## config.mk

```make
export PLATFORM = sky130hd
export DESIGN_NAME = adder_control_unit
export DESIGN_NICKNAME = d
export VERILOG_FILES = /design/src/rtl/adder_ctrl_pkg.sv /design/src/rtl/adder_control_unit.sv
export SDC_FILE = /design/constraint.sdc
export NUM_CORES = 1
export LEC_CHECK = 0
export CORE_AREA = 2 2 39 41
export DETAILED_ROUTE_END_ITERATION = 7
export DIE_AREA = 0 0 41 43
export GPL_TIMING_DRIVEN = 0
export PLACE_DENSITY = 0.59
export SLEW_MARGIN = 20
export SYNTH_ARGS = -nofsm -noshare
export SYNTH_HDL_FRONTEND = slang
export SYNTH_SLANG_ARGS = --single-unit
export TNS_END_PERCENT = 30
```

## constraint.sdc

```tcl
create_clock -name clk -period 1.4 [get_ports clk]
set_input_delay 0.14 -clock clk [delete_from_list [all_inputs] [get_ports clk]]
set_output_delay 0.14 -clock clk [all_outputs]
set_load 0.02 [all_outputs]
```

## src/rtl/adder_ctrl_pkg.sv

```systemverilog
// Shared types and constants for the cumulative-adder controller.
// Register-file addressing and FSM state encoding.
package adder_ctrl_pkg;

  localparam int RF_ADDR_W = 3;

  localparam logic [RF_ADDR_W-1:0] RF_ZERO_ADDR = '0;

  localparam logic [RF_ADDR_W-1:0] DEF_REG_I   = 3'd1;
  localparam logic [RF_ADDR_W-1:0] DEF_REG_SUM = 3'd2;
  localparam logic [RF_ADDR_W-1:0] DEF_REG_ONE = 3'd3;

  typedef enum logic [3:0] {
    S_IDLE     = 4'd0,
    S_INIT_I   = 4'd1,
    S_INIT_SUM = 4'd2,
    S_INIT_ONE = 4'd3,
    S_CMP      = 4'd4,
    S_ADD      = 4'd5,
    S_INC      = 4'd6,
    S_OUT      = 4'd7,
    S_DONE     = 4'd8
  } state_e;

endpackage

```

## src/rtl/adder_control_unit.sv

```systemverilog
// Moore controller sequencing the 1+2+...+10 cumulative-adder datapath.
// All outputs decode from the current state only.
module adder_control_unit
  import adder_ctrl_pkg::*;
#(
  parameter logic [RF_ADDR_W-1:0] REG_I   = DEF_REG_I,
  parameter logic [RF_ADDR_W-1:0] REG_SUM = DEF_REG_SUM,
  parameter logic [RF_ADDR_W-1:0] REG_ONE = DEF_REG_ONE
) (
  input  logic                 clk,
  input  logic                 reset,
  input  logic                 start,
  input  logic                 iLe10,
  output logic                 RFSrcMuxSel,
  output logic [RF_ADDR_W-1:0] readAddr1,
  output logic [RF_ADDR_W-1:0] readAddr2,
  output logic [RF_ADDR_W-1:0] writeAddr,
  output logic                 writeEn,
  output logic                 outBuf,
  output logic                 busy,
  output logic                 done
);

  state_e state_q;
  state_e state_d;

  always_ff @(posedge clk or negedge reset) begin
    if (!reset) state_q <= S_IDLE;
    else        state_q <= state_d;
  end

  always_comb begin
    state_d     = S_IDLE;
    RFSrcMuxSel = 1'b0;
    readAddr1   = RF_ZERO_ADDR;
    readAddr2   = RF_ZERO_ADDR;
    writeAddr   = RF_ZERO_ADDR;
    writeEn     = 1'b0;
    outBuf      = 1'b0;
    busy        = 1'b1;
    done        = 1'b0;
    unique case (state_q)
      S_IDLE: begin
        busy    = 1'b0;
        state_d = start ? S_INIT_I : S_IDLE;
      end
      S_INIT_I: begin
        RFSrcMuxSel = 1'b1;
        writeAddr   = REG_I;
        writeEn     = 1'b1;
        state_d     = S_INIT_SUM;
      end
      S_INIT_SUM: begin
        writeAddr = REG_SUM;
        writeEn   = 1'b1;
        state_d   = S_INIT_ONE;
      end
      S_INIT_ONE: begin
        RFSrcMuxSel = 1'b1;
        writeAddr   = REG_ONE;
        writeEn     = 1'b1;
        state_d     = S_CMP;
      end
      S_CMP: begin
        readAddr1 = REG_I;
        state_d   = iLe10 ? S_ADD : S_OUT;
      end
      S_ADD: begin
        readAddr1 = REG_I;
        readAddr2 = REG_SUM;
        writeAddr = REG_SUM;
        writeEn   = 1'b1;
        state_d   = S_INC;
      end
      S_INC: begin
        readAddr1 = REG_I;
        readAddr2 = REG_ONE;
        writeAddr = REG_I;
        writeEn   = 1'b1;
        state_d   = S_CMP;
      end
      S_OUT: begin
        readAddr1 = REG_SUM;
        outBuf    = 1'b1;
        state_d   = S_DONE;
      end
      S_DONE: begin
        readAddr1 = REG_SUM;
        done      = 1'b1;
        state_d   = S_IDLE;
      end
      // illegal encodings look idle and fall back to S_IDLE
      default: begin
        busy    = 1'b0;
        state_d = S_IDLE;
      end
    endcase
  end

endmodule

```

# Word level (Yosys, flattened, before mapping)
# Cells that the tools add are included.
# Widths: inputs -> output; s select.
classes:
  n_eq_ne: 8
  mux: 11
  n_reduce_logical: 9
op_table:
  columns: ["operator", "count"]
  rows:
  - ["$pmux 4 s7", 1]
  - ["$eq 4x3->1 const B", 4]
  - ["$reduce_or 2->1", 5]
  - ["$eq 4x2->1 const B", 2]
  - ["$pmux 2 s2", 2]
  - ["$reduce_or 8->1", 1]
  - ["$mux 1", 6]
  - ["$pmux 2 s3", 1]
  - ["$reduce_or 5->1", 1]
  - ["$eq 4x1->1 const B", 1]
  - ["$eq 4x4->1 const B", 1]
  - ["$logic_not 4->1", 1]
  - ["$reduce_or 3->1", 1]
  - ["$mux 2", 1]
word_totals:
  reg_bits: 4
  input_bits: 4
  output_inout_bits: 14
  word_cells: 29

# Logic depth before layout (Yosys ltp)
# Gate-level depths: netlist (run 1).
logic_depth:
  ltp_word: 3
  depth_mapped: 3
  ltp_nobuf: 2

# Least setup slack after synthesis (run 1)
# No wires, ideal clock.
synth_timing:
  path_kind: "register -> output"
  from: "reg state_q[2]"
  to: "out writeEn"
  arrival_ps: 1196
  required_time_ps: 1260
  slack_ps: 64
  path_stages_with_launch: 4
  n_path_buf: 1
  cell_sequence: "dfrtp_1 -> buf_6 -> and3_2 -> nor3_1"
synth_between:
  elab_chain_cells: 3
  elab_cells_between_ends: 7
  classes_between: "5 x eq/ne; 1 x mux; 1 x reduce/logical"
synth_rtl:
  columns: ["element", "line_no", "rtl"]
  rows:
  - ["start, declared", "adder_control_unit.sv:24", "state_e state_q;"]
  - ["start signal, assigned", "adder_control_unit.sv:29", "else state_q <= state_d;"]
  - ["$eq 4x3->1, or another cell as far along", "adder_control_unit.sv:42", "unique case (state_q)"]
  - ["$reduce_or 5->1 (no line) *", null, null]
  - ["$mux 1 *", "adder_control_unit.sv:42", null]
  - ["end, declared", "adder_control_unit.sv:18", "output logic writeEn,"]
# Every way passes the cells marked *; elsewhere a longest branch is shown, timed or not.

# Final worst setup path (run 1)
layout_timing:
  from: "reg state_q[0]"
  to: "out writeAddr[0]"
layout_between:
  elab_chain_cells: 3
  elab_cells_between_ends: 8
  classes_between: "5 x eq/ne; 1 x mux; 2 x reduce/logical"
layout_rtl:
  columns: ["element", "line_no", "rtl"]
  rows:
  - ["$eq 4x3->1, or another cell as far along", "adder_control_unit.sv:42", null]
  - ["$reduce_or 2->1 (no line)", null, null]
  - ["$pmux 2 s3 *", "adder_control_unit.sv:42", null]
  - ["end, declared", "adder_control_unit.sv:17", "output logic [RF_ADDR_W-1:0] writeAddr,"]
# Marked as above.

==> reports/qor.csv, run 1 <==
stage;metric;value;unit
min_path;min-delay worst type;input pin to asynchronous set/reset pin;
final_layout;layout cells sized above 1;63.08;%
final_layout;Top reg by flops;state_q;
logic_synthesis;post-synthesis mux area share;0;%
worst_setup_path;Crit path max-delay family;flip-flops;
global_routing;first-pass GRT wire length;1269;µm
job;maxcap violations;0;
route;DR DRC count;0;
die;DIE AREA;1763;µm²
route;Iter 0 DRT Violations;2;
worst_setup_path;crit path from;state_q[0];
power_and_ir_drop;total power;1.685;mW
timing;RSZ-0062 raised after global routing;yes;
logic_synthesis;Synth Area in XOR/XNOR;4.730;%
worst_setup_path;CP startpoint kind;flop;
worst_setup_path;WS Path Type;flop to output port;
global_routing;grt total ovfl;0;
route;Detail Route Antenna Nets;0;
route;DR vias/cell;4.420;
worst_setup_path;worst path bufs/invs;2;
final_layout;Area growth syn-to-layout;66.89;%
placement;port bufs;14;
worst_setup_path;crit path DAT;1270;ps
die;Rows;14;
final_layout;diodes inserted;0;
clocking;Root Buffer;clkbuf_4;
route;TritonRoute pass-1 iters;4;
worst_setup_path;WP data required;1260;ps
worst_setup_path;Crit-path slowest cell;dfrtp_2;
clocking;Clock Sinks;4;
clocking;clk_lat worst skew;230;ps
worst_setup_path;crit path cell chain;buf_6 > nand3b_1 > a21oi_2 > buf_4;
timing;fmax;709.0;MHz
logic_synthesis;Compound-Gate Fraction of Synth Area;19.93;%
logic_synthesis;Avg Synthesized Cell Area;9.033;µm²
timing;worst hold margin;110.2;ps
global_routing;largest net degree at the start of global routing;11;
die;die height;43;µm
clocking;hold_buf cts;0;
worst_setup_path;crit path capture type;output port;
timing;Tcrit/Tclk final;100.7;%
clocking;clock-pin slew on the worst setup and hold paths;40;ps
logic_synthesis;Cells after Synth;41;
final_layout;fin area;618.1;µm²
logic_synthesis;Synth area leader;dfrtp_1;
clocking;CTS tree;done;
placement;GPL Wtd Cong;0.7276;
final_layout;NumNets Final;71;
worst_setup_path;RR Startpoint;state_q[2];
route;DR vias;358;
clocking;H-tree levels;1;
power_and_ir_drop;Leak;0.2870;nW
logic_synthesis;Synth Register Bits;4;
timing;final setup fails;4;
global_routing;GRT Total Usage;10.88;%
die;Die Wd;41;µm
worst_setup_path;reg2reg path depth;3;
worst_setup_path;FF-to-FF End;state_q[0];
placement;hpwl dp;510.7;µm
logic_synthesis;Netlist cell types;21;
die;Core ar.;1384;µm²
worst_setup_path;worst-path maximum fanout;10;
logic_synthesis;Adder-Cell Fraction of Synth Area;0;%
logic_synthesis;share of the synthesized area in the top cell type;27.03;%
power_and_ir_drop;PD cells;2726;nW/µm²
clocking;clk buf depth;2;
final_layout;biggest registers after layout;state_q (4);
status;outcome;finished with violations;
status;failing checks;setup timing;
clocking;Num CTS Buffers;3;
die;Initial Utilization;26.76;%
worst_setup_path;Crit. path cell count;4;
die;I/O pin count;18;
logic_synthesis;largest family of logic cells by synthesized area;simple AND/OR/NAND/NOR gates;
logic_synthesis;Syn. warnings;0;
timing;Worst Clk Skew;1.538;ps
route;WL/cell;10.54;µm
placement;Placed Area;538.0;µm²
worst_setup_path;r2r setup slk;220;ps
global_routing;initial antenna violation count;0;
global_routing;vias in the first global route;312;
final_layout;commonest cells after routing, fill and taps aside;14 x buf_4, 5 x buf_6;
timing;final hold viol count;0;
final_layout;most common cell after layout, fill and taps aside;buf_4;
route;routed wire length;854;µm
logic_synthesis;simple-gate portion of the synthesized area;31.76;%
worst_setup_path;crit path to;writeAddr[0];
logic_synthesis;sequential fraction of the synthesis area;27.03;%
logic_synthesis;Post-Syn Area;370.4;µm²
power_and_ir_drop;VDD IR max;1.458;mV
worst_setup_path;max incr delay on CP;450;ps
timing;Final WS setup;-10.45;ps
timing;Final min period;1410;ps
timing;Max Slew Vio Count;0;
final_layout;max reg flops;4;
logic_synthesis;Synth area leaders;dfrtp_1 27%, buf_4 8.1%, buf_6 6.1%, nand3b_1 6.1%, a21oi_1 5.4%;
==> cell type report <==
type                       count  area, µm²
clock buffer                   3      22.52
sequential                     4      103.9
fill                         157      765.7
timing repair buffer          19      150.1
tap                           16      20.02
buffer                         7      61.31
multi-input combinational     32      260.3
==> cells by family (layout without fill, tap and decap cells) <==
kind of cell | count (synthesis) | after routing
AO/OA/AOI/OAI | 9 | 9
XOR/XNOR | 2 | 2
buffers and inverters | 7 | 29
flip-flops | 4 | 4
other | 1 | 3
AND/OR/NAND/NOR | 18 | 18
==> power by group <==
part	leakage [nW]	internal, mW	switching (mW)
clock network	0.0138	0.0955	0.0408
logic	0.227	0.650	0.622
registers	0.0467	0.178	0.0977
==> cell usage after synthesis, drive strengths merged <==
library cell  count
buf               7
a21oi             4
dfrtp             4
nand2b            3
nand3b            3
nor2              3
nor3              3
and4b             2
xnor2             2
a2111oi           1
a211oi            1
a21bo             1
a21o              1
and2              1
and3              1
conb              1
nor3b             1
o21a              1
or2b              1
==> layer usage <==
metal  wire length [µm]  part of all wire (%)  global-route usage, %  up-vias
li1                   -                     -                      -      187
met1                360                    42                  13.96      161
met2                441                    52                  14.69       10
met3                 53                   6.2                  4.712        0
met4                  0                     0                  6.000        0
met5                  0                     0                      0        -
==> metrics by stage <==
| stage | TNS (ps) | utilization, % | cells | setup WS, ps |
|---|---|---|---|---|
| after CTS | -150.5 | 39.15 | 79 | -67.73 |
| after detailed placement | -2420 | 38.88 | 73 | -331.7 |
| after global placement | -2393 | 38.88 | 73 | -319.0 |
| after floorplan | 0 | - | 43 | 64.44 |
| after global routing | -355.8 | 44.67 | 81 | -70.86 |
| final | -25.59 | 44.67 | 81 | -10.45 |
==> how the worst min path moves through the flow <==
stage / startpoint / end / slack, ps / cells past startpoint
finish: reset / state_q[3] / 110 / 1
global route: reset / state_q[3] / 110 / 1
CTS: reset / state_q[3] / 100 / 1
detailed placement: reset / state_q[2] / 350 / 1
global placement: reset / state_q[2] / 350 / 1
floorplan: reset / state_q[0] / -160 / 0
==> what timing repair did <==
item / CTS / global route
setup endpoints to repair: 11 / 10
buffers inserted: 3 / 2
resized for setup: 48 / 20
pin swaps: 1 / 2
Note: power is estimated with default switching activity, not from simulation.
==> inputs of run 2 (changes only) <==
--- a/config.mk
+++ b/config.mk
@@ -8,8 +8,9 @@
 export CORE_AREA = 2 2 39 41
 export DETAILED_ROUTE_END_ITERATION = 7
 export DIE_AREA = 0 0 41 43
+export DONT_BUFFER_PORTS = 1
 export GPL_TIMING_DRIVEN = 0
-export PLACE_DENSITY = 0.59
+export PLACE_DENSITY = 0.41
 export SLEW_MARGIN = 20
 export SYNTH_ARGS = -nofsm -noshare
 export SYNTH_HDL_FRONTEND = slang
==> reports/qor.csv, run 2 (synthesis gave the netlist of run 1 again) <==
stage;metric;value;unit
placement;port bufs;0;
worst_setup_path;WS Path Type;flop to output port;
die;I/O pin count;18;
global_routing;grt total ovfl;0;
final_layout;diodes inserted;0;
clocking;clock-pin slew on the worst setup and hold paths;30;ps
final_layout;layout cells sized above 1;66.07;%
die;Core ar.;1384;µm²
power_and_ir_drop;Clk pwr share;8.2;%
timing;Tcrit/Tclk final;99.70;%
timing;Worst Clk Skew;1.807;ps
placement;worst slack at placement;-28.88;ps
global_routing;vias in the first global route;289;
route;DR vias/cell;4.681;
power_and_ir_drop;sequential power share;16.1;%
die;Rows;14;
power_and_ir_drop;Psw;812.0;µW
final_layout;Area growth syn-to-layout;57.43;%
global_routing;first-pass GRT wire length;1393;µm
clocking;clk_lat worst skew;230;ps
worst_setup_path;reg2reg path depth;4;
worst_setup_path;crit path capture type;output port;
final_layout;NumNets Final;62;
route;Iter 0 DRT Violations;0;
worst_setup_path;worst-path maximum fanout;6;
worst_setup_path;max incr delay on CP;450;ps
min_path;min-delay worst type;input pin to flop;
route;WL/cell;13.42;µm
clocking;Root Buffer;clkbuf_4;
global_routing;initial antenna violation count;0;
final_layout;max reg flops;4;
min_path;hold path cells;2;
final_layout;biggest registers after layout;state_q (4);
global_routing;largest net degree at the start of global routing;11;
worst_setup_path;crit path cell chain;buf_6 > nand3b_1 > a21oi_4;
power_and_ir_drop;Internal;836.9;µW
placement;GPL Wtd Cong;0.6783;
worst_setup_path;WP data required;1260;ps
final_layout;Top reg by flops;state_q;
clocking;clk buf depth;2;
status;outcome;completed;
power_and_ir_drop;switching share of power;49.25;%
timing;fmax;716.5;MHz
die;die height;43;µm
job;maxcap violations;0;
timing;Final min period;1396;ps
power_and_ir_drop;Leak;0.2468;nW
route;DR vias;337;
timing;RSZ-0062 raised after global routing;yes;
worst_setup_path;r2r setup slk;230;ps
timing;final hold viol count;0;
global_routing;GRT Total Usage;12.11;%
die;Initial Utilization;26.76;%
final_layout;most common cell after layout, fill and taps aside;buf_4;
die;Die Wd;41;µm
final_layout;Util after Layout;42.13;%
worst_setup_path;Crit-path slowest cell;dfrtp_2;
final_layout;fin area;583.1;µm²
power_and_ir_drop;VDD IR max;0.9377;mV
placement;Placed Area;397.9;µm²
clocking;Clock Sinks;4;
route;DR DRC count;0;
placement;hpwl dp;593.6;µm
clocking;H-tree levels;1;
timing;final setup fails;0;
timing;Final WS setup;4.258;ps
worst_setup_path;crit path DAT;1260;ps
timing;TNS Setup;0;ps
power_and_ir_drop;PD cells;2828;nW/µm²
die;DIE AREA;1763;µm²
power_and_ir_drop;Logic pwr share;75.8;%
route;Detail Route Antenna Nets;0;
clocking;Num CTS Buffers;3;
timing;worst hold margin;104.0;ps
route;routed wire length;966;µm
route;TritonRoute pass-1 iters;1;
worst_setup_path;CP startpoint kind;flop;
clocking;CTS tree;done;
timing;Max Slew Vio Count;0;
[run 2: cell types whose count changed in the layout (fill, tap and decap cells not counted), moves of 2 or more]
cell             before  now
buf_4                14   11
clkdlybuf4s50_1       3    0
a21oi_2               2    0
a21oi_4               0    2
buf_6                 5    3
nor2_1                3    1
[run 2: critical path: cells and delay by family (launching register included)]
family	cells	cell delay, ps
buf+inv	1	150
compound gates	1	240
simple gates	1	190
flops	1	450
[run 2: metal layers]
metal / share of wire (%) / GRT usage (%) / wire, µm
met2: 52 / 15.94 / 505
met4: 0 / 6.000 / 0
met1: 43 / 16.67 / 413
met5: 0 / 0 / 0
met3: 4.9 / 4.712 / 47
[run 2: area by class of cell]
type / instances / area, µm²
Timing Repair Buffer: 10 / 75.07
Sequential cell: 4 / 103.9
Fill cell: 147 / 800.8
Tap cell: 16 / 20.02
Clock buffer: 3 / 22.52
Buffer: 7 / 61.31
Multi-Input combinational cell: 32 / 300.3
[run 2: path summary, 6_finish.rpt]
kind | from | to
max | state_q[1] | writeAddr[1]
min | iLe10 | state_q[1]
max reg2reg | state_q[1] | state_q[0]
min reg2reg | state_q[3] | state_q[3]
max in group asynchronous | reset | state_q[1]
min in group asynchronous | reset | state_q[3]
[run 2: stage by stage]
| step | cells | power [mW] |
|---|---|---|
| after floorplan | 43 | 0.9749 |
| after global placement | 59 | 1.071 |
| after detailed placement | 59 | 1.095 |
| after CTS | 63 | 1.380 |
| after global routing | 72 | 1.771 |
| final | 72 | 1.649 |
[run 2: repair_timing]
action / CTS / global route
hold buffers: 1 / 0
buffers inserted: 0 / 8
gates resized for setup: 11 / 10
endpoints found under the setup margin: 9 / 10
pin swaps: 0 / 3
cloned: 0 / 1
hold endpoints to repair: 4 / 0
[run 2: power groups by stage]
stage | Combinational, mW | Clock [mW] | Sequential (mW)
after detailed placement | 0.841 | 0 | 0.254
after global routing | 1.33 | 0.159 | 0.279
after global placement | 0.822 | 0 | 0.249
final | 1.25 | 0.135 | 0.265
after floorplan | 0.746 | 0 | 0.229
after CTS | 0.979 | 0.142 | 0.259
==> inputs of run 3 (changes only) <==
--- a/config.mk
+++ b/config.mk
@@ -6,6 +6,7 @@
 export NUM_CORES = 1
 export LEC_CHECK = 0
 export CORE_AREA = 2 2 39 41
+export CTS_CLUSTER_SIZE = 24
 export DETAILED_ROUTE_END_ITERATION = 7
 export DIE_AREA = 0 0 41 43
 export DONT_BUFFER_PORTS = 1
==> results of run 3 <==
The final DEF is identical to that of run 2; final timing and power are the same.
